[src/rtl/imem_access_ctrl_if.sv]
// Instruction-memory access bundle: fetch port, loader port and memory bus.
// The controller takes the slave view; the environment drives the master view.
`timescale 1ns/1ps
interface imem_access_ctrl_if;
    logic        fetch_req;
    logic [31:0] fetch_addr;
    logic        redirect;
    logic        fetch_valid;
    logic [31:0] fetch_instr;
    logic        pc_write;
    logic        if_id_write;
    logic        ld_req;
    logic [31:0] ld_addr;
    logic [31:0] ld_wdata;
    logic        ld_done;
    logic        mem_en;
    logic        mem_we;
    logic [31:0] mem_addr;
    logic [31:0] mem_wdata;
    logic [31:0] mem_rdata;

    modport slave (
        input  fetch_req, fetch_addr, redirect,
        input  ld_req, ld_addr, ld_wdata, mem_rdata,
        output fetch_valid, fetch_instr, pc_write, if_id_write,
        output ld_done, mem_en, mem_we, mem_addr, mem_wdata
    );

    modport master (
        output fetch_req, fetch_addr, redirect,
        output ld_req, ld_addr, ld_wdata, mem_rdata,
        input  fetch_valid, fetch_instr, pc_write, if_id_write,
        input  ld_done, mem_en, mem_we, mem_addr, mem_wdata
    );
endinterface

[src/rtl/imem_access_ctrl.sv]
// Arbitrates the single-ported instruction memory between fetch and loader
// and sequences each multi-cycle access; redirects kill in-flight fetches.
`timescale 1ns/1ps
module imem_access_ctrl #(
    parameter int MEM_LATENCY      = 2,
    parameter int LOADER_MAX_BURST = 4
) (
    input  logic             clk,
    input  logic             rst_n,
    imem_access_ctrl_if.slave bus
);
    typedef enum logic [2:0] {
        IDLE  = 3'd0,
        CMD   = 3'd1,
        RWAIT = 3'd2,
        CAPT  = 3'd3,
        WDONE = 3'd4
    } state_t;

    localparam logic [3:0] LAT_M1    = 4'(MEM_LATENCY - 1);
    localparam logic [3:0] MAX_BURST = 4'(LOADER_MAX_BURST);

    if (MEM_LATENCY < 1 || MEM_LATENCY > 15) begin : g_bad_lat
        $error("MEM_LATENCY out of range 1..15");
    end
    if (LOADER_MAX_BURST < 1 || LOADER_MAX_BURST > 15) begin : g_bad_burst
        $error("LOADER_MAX_BURST out of range 1..15");
    end

    state_t      state;
    state_t      state_nxt;
    logic [31:0] addr_q;
    logic [31:0] wdata_q;
    logic [31:0] instr_q;
    logic        wr_q;
    logic        kill_q;
    logic        valid_q;
    logic [3:0]  cnt_q;
    logic [3:0]  burst_q;
    logic        fetch_ok;
    logic        grant_f;
    logic        grant_l;
    logic        capt_ok;

    always_ff @(posedge clk) begin
        if (!rst_n) begin
            state <= IDLE;
        end else begin
            state <= state_nxt;
        end
    end

    // The fetch_valid cycle still sees the old PC on fetch_addr, so fetch
    // is not eligible there; the loader may still be granted.
    always_comb begin
        state_nxt = state;
        grant_f   = 1'b0;
        grant_l   = 1'b0;
        fetch_ok  = bus.fetch_req & ~bus.redirect & ~valid_q;
        unique case (state)
            IDLE: begin
                if (fetch_ok && (!bus.ld_req || burst_q >= MAX_BURST)) begin
                    grant_f = 1'b1;
                end else if (bus.ld_req) begin
                    grant_l = 1'b1;
                end
                if (grant_f || grant_l) begin
                    state_nxt = CMD;
                end
            end
            CMD: begin
                if (wr_q) begin
                    state_nxt = WDONE;
                end else if (MEM_LATENCY == 1) begin
                    state_nxt = CAPT;
                end else begin
                    state_nxt = RWAIT;
                end
            end
            RWAIT: begin
                if (cnt_q == 4'd1) begin
                    state_nxt = CAPT;
                end
            end
            CAPT:    state_nxt = IDLE;
            WDONE:   state_nxt = IDLE;
            default: state_nxt = IDLE;
        endcase
    end

    assign capt_ok = (state == CAPT) & ~kill_q & ~bus.redirect;

    always_ff @(posedge clk) begin
        if (!rst_n) begin
            addr_q  <= '0;
            wdata_q <= '0;
            wr_q    <= 1'b0;
            cnt_q   <= '0;
            burst_q <= '0;
            kill_q  <= 1'b0;
            valid_q <= 1'b0;
            instr_q <= '0;
        end else begin
            if (grant_l) begin
                addr_q  <= bus.ld_addr;
                wdata_q <= bus.ld_wdata;
                wr_q    <= 1'b1;
            end else if (grant_f) begin
                addr_q  <= bus.fetch_addr;
                wdata_q <= '0;
                wr_q    <= 1'b0;
            end

            if (state == IDLE) begin
                if (grant_f || !bus.fetch_req) begin
                    burst_q <= '0;
                end else if (grant_l && burst_q != 4'hF) begin
                    burst_q <= burst_q + 4'd1;
                end
            end

            if (state == CMD) begin
                cnt_q <= LAT_M1;
            end else if (state == RWAIT) begin
                cnt_q <= cnt_q - 4'd1;
            end

            // A killed fetch still runs its memory timing to completion.
            if (state == IDLE || state == CAPT || state == WDONE) begin
                kill_q <= 1'b0;
            end else if (!wr_q && bus.redirect) begin
                kill_q <= 1'b1;
            end

            valid_q <= capt_ok;
            if (capt_ok) begin
                instr_q <= bus.mem_rdata;
            end
        end
    end

    always_comb begin
        bus.mem_en      = 1'b0;
        bus.mem_we      = 1'b0;
        bus.mem_addr    = '0;
        bus.mem_wdata   = '0;
        bus.ld_done     = 1'b0;
        unique case (state)
            CMD: begin
                bus.mem_en    = 1'b1;
                bus.mem_we    = wr_q;
                bus.mem_addr  = {addr_q[31:2], 2'b00};
                bus.mem_wdata = wdata_q;
            end
            WDONE:   bus.ld_done = 1'b1;
            default: ;
        endcase
        bus.fetch_valid = valid_q;
        bus.if_id_write = valid_q;
        bus.pc_write    = valid_q | bus.redirect;
        bus.fetch_instr = instr_q;
    end
endmodule
[src/flat_wrapper.sv]
// flat-port wrapper written by rule: the top's interface ports become plain ports
module imem_access_ctrl_flat 
#(
    parameter int MEM_LATENCY      = 2,
    parameter int LOADER_MAX_BURST = 4
)
  (clk, rst_n, bus_fetch_req, bus_fetch_addr, bus_redirect, bus_ld_req, bus_ld_addr, bus_ld_wdata, bus_mem_rdata, bus_fetch_valid, bus_fetch_instr, bus_pc_write, bus_if_id_write, bus_ld_done, bus_mem_en, bus_mem_we, bus_mem_addr, bus_mem_wdata);
  imem_access_ctrl_if bus_i ();
  input  logic clk;
  input  logic rst_n;
  input wire logic [$bits(bus_i.fetch_req)-1:0] bus_fetch_req;
  input wire logic [$bits(bus_i.fetch_addr)-1:0] bus_fetch_addr;
  input wire logic [$bits(bus_i.redirect)-1:0] bus_redirect;
  input wire logic [$bits(bus_i.ld_req)-1:0] bus_ld_req;
  input wire logic [$bits(bus_i.ld_addr)-1:0] bus_ld_addr;
  input wire logic [$bits(bus_i.ld_wdata)-1:0] bus_ld_wdata;
  input wire logic [$bits(bus_i.mem_rdata)-1:0] bus_mem_rdata;
  output wire logic [$bits(bus_i.fetch_valid)-1:0] bus_fetch_valid;
  output wire logic [$bits(bus_i.fetch_instr)-1:0] bus_fetch_instr;
  output wire logic [$bits(bus_i.pc_write)-1:0] bus_pc_write;
  output wire logic [$bits(bus_i.if_id_write)-1:0] bus_if_id_write;
  output wire logic [$bits(bus_i.ld_done)-1:0] bus_ld_done;
  output wire logic [$bits(bus_i.mem_en)-1:0] bus_mem_en;
  output wire logic [$bits(bus_i.mem_we)-1:0] bus_mem_we;
  output wire logic [$bits(bus_i.mem_addr)-1:0] bus_mem_addr;
  output wire logic [$bits(bus_i.mem_wdata)-1:0] bus_mem_wdata;
  assign bus_i.fetch_req = bus_fetch_req;
  assign bus_i.fetch_addr = bus_fetch_addr;
  assign bus_i.redirect = bus_redirect;
  assign bus_i.ld_req = bus_ld_req;
  assign bus_i.ld_addr = bus_ld_addr;
  assign bus_i.ld_wdata = bus_ld_wdata;
  assign bus_i.mem_rdata = bus_mem_rdata;
  assign bus_fetch_valid = bus_i.fetch_valid;
  assign bus_fetch_instr = bus_i.fetch_instr;
  assign bus_pc_write = bus_i.pc_write;
  assign bus_if_id_write = bus_i.if_id_write;
  assign bus_ld_done = bus_i.ld_done;
  assign bus_mem_en = bus_i.mem_en;
  assign bus_mem_we = bus_i.mem_we;
  assign bus_mem_addr = bus_i.mem_addr;
  assign bus_mem_wdata = bus_i.mem_wdata;
  imem_access_ctrl #(.MEM_LATENCY(MEM_LATENCY), .LOADER_MAX_BURST(LOADER_MAX_BURST)) u_core (.clk(clk), .rst_n(rst_n), .bus(bus_i));
endmodule
[config.mk]
export PLATFORM = sky130hd
export DESIGN_NAME = imem_access_ctrl_flat
export DESIGN_NICKNAME = d
export VERILOG_FILES = /design/src/rtl/imem_access_ctrl_if.sv /design/src/rtl/imem_access_ctrl.sv /design/src/flat_wrapper.sv
export SDC_FILE = /design/constraint.sdc
export NUM_CORES = 1
export LEC_CHECK = 0
export CAP_MARGIN = 5
export CORE_MARGIN = 2
export CORE_UTILIZATION = 25
export DETAILED_ROUTE_END_ITERATION = 7
export SYNTH_ARGS = -nofsm -noshare
export SYNTH_HDL_FRONTEND = slang
export SYNTH_SLANG_ARGS = --single-unit
[constraint.sdc]
create_clock -name clk -period 2.1 [get_ports clk]
set_clock_uncertainty 0.1 [all_clocks]
set_input_delay 0.315 -clock clk [delete_from_list [all_inputs] [get_ports clk]]
set_output_delay 0.315 -clock clk [all_outputs]
set_load 0.02 [all_outputs]
[Word level (Yosys, flattened, before mapping)]
Cells that the tools add are included.
Operators by class
  add/subtract/negate cells: 2
  magnitude comparators: 1
  equality and inequality tests: 8
  muxes and demuxes: 26
  bitwise operators: 9
  reduce and logical (&&, ||, !) cells: 19
Operators by type and width (number)
  two-way mux 32 bit: 6
  two-way mux 1 bit: 14
  two-way mux 3 bit: 3
  one-hot mux 3 bit (3 select lines): 1
  two-way mux 4 bit: 2
  == test 3 x 2 -> 1 bit (second input constant): 2
  nonzero test 2 bit: 3
  logical OR 1 bit: 5
  adder 4 x 1 -> 4 bit (second input constant): 1
  bitwise AND 1 bit: 4
  == test 4 x 1 -> 1 bit (second input constant): 1
  >= comparator 4 x 3 -> 1 bit (second input constant): 1
  != test 2 x 1 -> 1 bit (second input constant): 2
  != test 4 bit (second input constant): 1
  inverter 1 bit: 4
  AND reduction 2 bit: 2
  OR reduction 2 bit: 2
  subtractor 4 x 1 -> 4 bit (second input constant): 1
  == test 3 x 1 -> 1 bit (second input constant): 1
  == test 3 bit (second input constant): 1
  logical AND 1 bit: 3
  zero test 1 bit: 3
  zero test 3 bit: 1
  OR 1 bit: 1
Storage, ports and cells
  bits in registers: 110
  bits of input ports: 133
  output and inout bits: 102
  word-level logic and storage cells: 75

[Longest topological paths before layout]
Gate-level depths: netlist of run 1.
  depth in word-level cells: 10
  mapped depth: 6
  gate-level depth less buffers: 6

[Worst setup path before layout of run 1]
OpenSTA, ideal clock, no wires.
  path kind: register to output
  start point: register u_core.state[0]
  end point: output port bus_mem_addr[10]
  arrival time: 1.352 ns
  required time: 1.685 ns
  slack: 0.333 ns
  cell stages (with the launch flop): 6
  path buffers: 2
  cell sequence: dfxtp_1 -> inv_1 -> nor3_1 -> clkbuf_1 -> clkbuf_1 -> and2_1
Between the ends
  cells in the longest elaborated chain, start to end: 2
Ends and longest elaborated chain
  start: declaration: RTL line imem_access_ctrl.sv:30  | state_t state;
  start signal: assignment: RTL line imem_access_ctrl.sv:49  | state <= state_nxt;
  == test 3 x 1 -> 1 bit: RTL line imem_access_ctrl.sv:148  | unique case (state)
  two-way mux 32 bit: RTL line imem_access_ctrl.sv:148
  end: declaration: RTL line flat_wrapper.sv:25  | output wire logic [$bits(bus_i.mem_addr)-1:0] bus_mem_addr;
Every way passes these cells.

[Final worst setup path of run 1]
  start point: register u_core.state[2]
  end point: output port bus_mem_we
Between the ends
  cells in the longest elaborated chain, start to end: 2
Ends and longest elaborated chain
  == test 3 x 1 -> 1 bit: RTL line imem_access_ctrl.sv:148
  two-way mux 1 bit: RTL line imem_access_ctrl.sv:148
  end: declaration: RTL line flat_wrapper.sv:24  | output wire logic [$bits(bus_i.mem_we)-1:0] bus_mem_we;
Every way passes these cells.

==> summary.md, run 1 <==
| Metric | Value |
|---|---|
| Status | `complete, no violations` |
| First-pass GRT wire length | `23200 µm` |
| Synth top area cells | `dfxtp_1, nand2_1, and2_1` |
| DR iter-0 viols | `between 200 and 250` |
| Min Tclk post-route | `1.98 ns` |
| Vias | `4760` |
| Worst EP arrival | `roughly 1.6 ns` |
| Unique cell type count in the Yosys netlist | `38` |
| Clock sink total | `108` |
| Required time of the worst setup path | `1.68 ns` |
| CTS Buffer Depth | `2` |
| Fin nets | `945` |
| Crit-path max cell delay | `0.35 ns` |
| Post-DP HPWL | `around 10000 µm` |
| H-tree lvl count | `3` |
| Leak Pwr | `around 3.0 nW` |
| Yosys reg bits | `~110` |
| Drt total wl | `14800 µm` |
| Largest net degree at the start of global routing | `41` |
| Slowest cell on the critical path | `dlygate4sd2_1` |
| Main flop type after synthesis | `dfxtp_1` |
| Die Width | `between 100 and 150 µm` |
| Kind of critical path | `register to output pin` |
| Hold_ws | `0.175 ns` |
| Post-synth top area share | `between 40% and 50%` |
| Nature of the critical path endpoint | `output pin` |
| Synth area leader | `dfxtp_1` |
| Vias in the first global route | `about 4500` |
| Hold Path Class | `input port to register` |
| Syn-to-layout area delta | `57.6%` |
| Cell Area, Synth | `0.00479 mm²` |
| Die Y-Extent | `142 µm` |
| Synthesis Warnings | `0` |
| Ratio of cells with drive above 1 in the final layout | `about an eighth` |
| Antenna cells | `0` |
| Clk root buf | `clkbuf_16` |
| CP Cell Sequence | `nor3_4, buf_6, and2_1, dlygate4sd2_1` |
| Placed Instances | `1030` |
| Initial antenna violation count | `0` |
| Antenna-violating nets left | `0` |
| Worst setup SP type | `register` |
| Post-DR vias/cell | `4.55` |
| TritonCTS Buffers | `9` |
| Slew Limit Fails | `0` |
| Register area share after synthesis | `~45%` |
| Mapped Cells | `591` |
| DR pass1 iterations | `4` |
| Skew-Pair Late Insertion Delay | `around 0.34 ns` |
| Power Density | `687 mW/mm²` |
| Number of enable flip-flop cells after synthesis | `0` |
| Unrepaired setup endpoints after global routing | `false` |
| Period utilization | `94.2%` |
| Peak VDD IR | `around 0.35 mV` |
| Max Cap Viol | `0` |
| Routed length per instance | `14.1 µm` |
| GP Congestion | `roughly 0.76` |
| Non-filler instance count after layout | `between 1000 and 1500` |
| CTS tree | `yes` |
| Grt ovf | `0` |
| # IOs | `about 240` |
| Initial Util | `between 20% and 30%` |
| Floorplan Core Area | `0.0188 mm²` |
| CP max FO | `14` |
| Setup_tns | `0 ns` |
| # port buffers | `228` |
| Hold Violations, Final | `0` |
| Most common cell in the netlist | `nand2_1` |
| Final setup viols | `0` |
| Top post-synthesis cells by count | `nand2_1, dfxtp_1, and2_1, o21ai_0, clkbuf_1` |
| # DRC | `0` |
| Total GRT Usage | `14.5%` |
| Num rows | `50` |
| Clock Pin Slew Worst Setup and Hold Paths | `0.07 ns` |
| Syn Area/Cell | `a little over 8 µm²` |
| Fmax | `about 0.51 GHz` |
| DIE AREA | `0.0203 mm²` |
| Asr flop ratio synth | `0%` |
-- worst paths after layout --
| kind | slack [ns] | to | depth (start not counted) | start |
|---|---|---|---|---|
| worst min register to register | 0.36 | u_core.bus.fetch_instr[3] | 2 | u_core.bus.fetch_instr[3] |
| worst max-delay path | 0.12 | bus_mem_we | 4 | u_core.state[2] |
| worst min-delay path | 0.17 | u_core.state[0] | 3 | rst_n |
| worst max register to register | 0.16 | u_core.burst_q[3] | 5 | u_core.state[2] |
-- sequential cells by signal, summed over array words and instances (netlist names) --
register	count
u_core.kill_q	1
u_core.bus.fetch_instr	32
u_core.wr_q	1
u_core.addr_q	30
u_core.wdata_q	32
u_core.cnt_q	4
u_core.burst_q	4
u_core.state	3
u_core.bus.fetch_valid	1
-- per-layer routing --
layer	share of wire (%)	track usage (%)	vias to the layer above
met3	6.4	4.44	10
met4	1.5	4.90	0
li1	-	-	2434
met1	44	18.1	2188
met5	0	0	-
met2	48	23.7	128
-- kinds of logic after synthesis --
family / synth area share, %
fa+ha+maj: 0.784
compound gates: 22.2
other cells: 0.0783
buf+inv: 5.07
flops: 45.2
simple gates: 26.7
-- critical path, delay by kind of cell (launching register included) --
kind | cells | cell delay [ns]
and+or+nand+nor | 2 | 0.35
DFF | 1 | 0.34
buffers and inverters | 2 | 0.52
-- where the power goes --
group / internal, mW / total (mW) / switching [mW]
Sequential: 2.21 / 2.28 / 0.0733
Combinational: 0.597 / 1.18 / 0.585
Clock: 0.946 / 1.72 / 0.773
Total: 3.75 / 5.18 / 1.43
-- final cells by class --
| type | instances | area (µm²) |
|---|---|---|
| Inverter | 6 | 22.5 |
| Fill cell | 1951 | 11200 |
| Timing Repair Buffer | 258 | 2360 |
| Clock buffer | 10 | 239 |
| Sequential cell | 108 | 2160 |
| Multi-Input combinational cell | 426 | 2410 |
| Clock inverter | 5 | 52.6 |
| Tap cell | 234 | 293 |
-- through the flow --
stage	power, mW	utilization, %	setup slack (ns)	instance area [µm²]
after floorplan	2.93	-	0.333	4790
after global placement	3.54	39.8	-0.139	7470
after detailed placement	3.55	39.8	-0.140	7470
after CTS	5.31	41.7	0.00343	7830
after global routing	5.49	40.2	0.00320	7540
final	5.18	40.2	0.121	7540
-- timing repair --
item / in CTS / in global routing
setup endpoints to repair: 66 / 48
hold endpoints to repair: 0 / 0
pin swaps: 1 / 0
hold buffers: 0 / 0
buffers inserted: 2 / 0
gates resized for setup: 178 / 50
-- layout by cell type (no fill, tap or decap), types with 2 or more instances in the layout --
cell type / instances
and2_1: 66
buf_12: 10
clkinv_2: 3
buf_4: 20
buf_2: 50
nand2_1: 132
o211ai_1: 2
clkdlybuf4s50_1: 161
nor3_1: 4
nand3_1: 3
clkbuf_16: 9
nor2_1: 5
dlygate4sd2_1: 15
a22oi_1: 32
inv_1: 6
ha_1: 3
o22ai_1: 2
nor3b_1: 4
nor2b_1: 33
dfxtp_1: 108
o21ai_0: 41
a31oi_1: 30
a21oi_1: 10
and3_1: 2
conb_1: 2
a21boi_0: 34
or3_1: 3
(Power assumes the default switching activity.)
==> run 2, diff against run 1 <==
--- a/config.mk
+++ b/config.mk
@@ -8,7 +8,9 @@
 export CAP_MARGIN = 5
 export CORE_MARGIN = 2
 export CORE_UTILIZATION = 25
+export CTS_CLUSTER_SIZE = 25
 export DETAILED_ROUTE_END_ITERATION = 7
+export SLEW_MARGIN = 15
 export SYNTH_ARGS = -nofsm -noshare
 export SYNTH_HDL_FRONTEND = slang
 export SYNTH_SLANG_ARGS = --single-unit
==> results of run 2 <==
No change in the layout: final DEF, timing and power equal those of run 1.
==> run 3, diff against run 2 <==
--- a/config.mk
+++ b/config.mk
@@ -10,6 +10,8 @@
 export CORE_UTILIZATION = 25
 export CTS_CLUSTER_SIZE = 25
 export DETAILED_ROUTE_END_ITERATION = 7
+export MAX_ROUTING_LAYER = met4
+export SETUP_SLACK_MARGIN = 0.1
 export SLEW_MARGIN = 15
 export SYNTH_ARGS = -nofsm -noshare
 export SYNTH_HDL_FRONTEND = slang
==> run 3 against run 2 <==
Effect of this change:
- combinational power increased by 7%
- via count increased by 0.34%
- highest routed layer unchanged
- critical path type unchanged
- non-clock buffer count increased by 3
==> summary.md, run 3 (same netlist as run 1, synthesis figures left out) <==
| Metric | Value |
|---|---|
| Nature of the critical path endpoint | `output pin` |
| Hold Path Class | `input port to register` |
| Setup_tns | `0 ns` |
| End of the critical path | `bus_ld_done` |
| Floorplan Core Area | `0.0188 mm²` |
| Delay-heaviest family, CP | `buffers and inverters` |
| FF-to-FF End | `u_core.burst_q[3]` |
| Initial antenna violation count | `0` |
| CTS Buffer Depth | `2` |
| TritonCTS Buffers | `9` |
| Syn-to-layout area delta | `61.8%` |
| Clock sink total | `108` |
| Switch Pwr | `1.46 mW` |
| Required time of the worst setup path | `1.68 ns` |
| Slowest cell on the critical path | `dfxtp_1` |
| WP depth | `4` |
| Ratio of cells with drive above 1 in the final layout | `between 10% and 20%` |
| Fin nets | `948` |
| Antenna cells | `0` |
| DP Worst Slack | `-0.140 ns` |
| Drt total wl | `15100 µm` |
| Peak VDD IR | `0.353 mV` |
| Flop pwr share | `between 40% and 50%` |
| Num rows | `50` |
| CTS tree | `yes` |
| CP max FO | `14` |
| Post-DP HPWL | `between 10000 and 15000 µm` |
| Max Cap Viol | `0` |
| Die Y-Extent | `142 µm` |
| Routed length per instance | `roughly 14 µm` |
| Hold_ws | `around 0.16 ns` |
| Sw Ratio | `27.7%` |
| Clock Pin Slew Worst Setup and Hold Paths | `0.07 ns` |
| Final setup viols | `0` |
| Worst EP arrival | `1.54 ns` |
| Commonest cells after routing, fill and taps aside | `clkdlybuf4s50_1, nand2_1, dfxtp_1` |
| Final Core Density | `around 41%` |
| Crit-path max cell delay | `about 0.37 ns` |
| Fmax | `0.511 GHz` |
| Unrepaired setup endpoints after global routing | `true` |
| Leak Pwr | `approximately 3 nW` |
| Power Density | `679 mW/mm²` |
| DIE AREA | `0.0203 mm²` |
| Vias | `4776` |
| Final setup margin | `0.143 ns` |
| Clk pwr share | `32.7%` |
| Reg2reg setup slack | `0.17 ns` |
| DR pass1 iterations | `7` |
| Logic pwr share | `about a quarter` |
| Total GRT Usage | `14.8%` |
| Die Width | `between 100 and 150 µm` |
| Hold Violations, Final | `0` |
| # DRC | `0` |
| # port buffers | `228` |
| # IOs | `235` |
| FF-to-FF Start | `u_core.state[2]` |
| H-tree lvl count | `3` |
| Kind of critical path | `register to output pin` |
| CP Cell Sequence | `buf_4, inv_1, and3_1, dlygate4sd2_1` |
| Post-DR vias/cell | `4.55` |
| Status | `complete, no violations` |
| Clk root buf | `clkbuf_16` |
| First-pass GRT wire length | `~23000 µm` |
| Antenna-violating nets left | `0` |
| CP bufs+invs | `3` |
| Worst setup startpoint | `u_core.state[1]` |
| Initial Util | `25.5%` |
| Period utilization | `93.2%` |
| Grt ovf | `0` |
| Largest net degree at the start of global routing | `41` |
| Pint | `3.81 mW` |
| Skew-Pair Late Insertion Delay | `0.34 ns` |
| Power consumption | `around 5.3 mW` |
| Worst setup SP type | `register` |
| Slew Limit Fails | `0` |
| Min Tclk post-route | `1.96 ns` |
| Worst reg2reg path depth | `5` |
| Vias in the first global route | `4471` |
| Fillers | `1923` |
| DR iter-0 viols | `between 200 and 250` |
| GP Congestion | `0.767` |
| Commonest non-fill, non-tap cell in the layout | `clkdlybuf4s50_1` |
run 3: worst register-to-register path: cells and delay by family, from the launching register on:
kind | cells | cell delay, ns
flip-flops | 1 | 0.33
AND/OR/NAND/NOR | 2 | 0.97
buffers and inverters | 1 | 0.17
AO/OA/AOI/OAI | 2 | 0.29
run 3: final cells by class:
| type | count | area, µm² | area share, % |
|---|---|---|---|
| Clock buffer | 10 | 239 | 3.08 |
| Clock inverter | 5 | 52.6 | 0.678 |
| Inverter | 6 | 22.5 | 0.291 |
| Multi-Input combinational cell | 426 | 2450 | 31.6 |
| Sequential cell | 108 | 2160 | 27.9 |
| Tap cell | 234 | 293 | 3.78 |
| Timing Repair Buffer | 261 | 2530 | 32.6 |
run 3: what timing repair did:
action,4_1_cts,5_1_grt
hold buffers,0,0
resized for setup,230,91
endpoints found under the setup margin,66,67
cloned,0,3
buffers inserted,2,0
pin swaps,1,0
run 3: power groups by stage:
stage          Combinational (mW)  Clock, mW  Sequential [mW]
3_5_place_dp                 1.22          0             2.33
6_report                     1.26       1.72             2.28
3_3_place_gp                 1.22          0             2.32
4_1_cts                      1.20       1.81             2.28
5_1_grt                      1.39       1.87             2.30
2_1_floorplan               0.610          0             2.32
run 3: worst min path at each step:
stage	slack [ns]	cells after the start	from	end
6_report	0.16	3	rst_n	u_core.state[0]
5_1_grt	0.18	3	rst_n	u_core.state[0]
4_1_cts	0.15	3	rst_n	u_core.state[0]
3_5_place_dp	0.36	2	u_core.bus.fetch_instr[3]	u_core.bus.fetch_instr[3]
3_3_place_gp	0.35	2	u_core.bus.fetch_instr[9]	u_core.bus.fetch_instr[9]
2_1_floorplan	0.34	1	u_core.burst_q[0]	u_core.burst_q[0]
run 3: metal layers:
layer | up-vias | global-route usage [%] | wire length (µm)
met2 | 137 | 24.0 | 7310
met1 | 2190 | 18.5 | 6900
met3 | 8 | 3.13 | 713
met4 | 0 | 4.53 | 174
li1 | 2441 | - | -
met5 | - | - | 0
run 3: through the flow:
stage	cells	instance area [µm²]
floorplan	592	4790
global placement	1030	7470
detailed placement	1030	7470
CTS	1047	7550
global route	1050	7750
finish	1050	7750
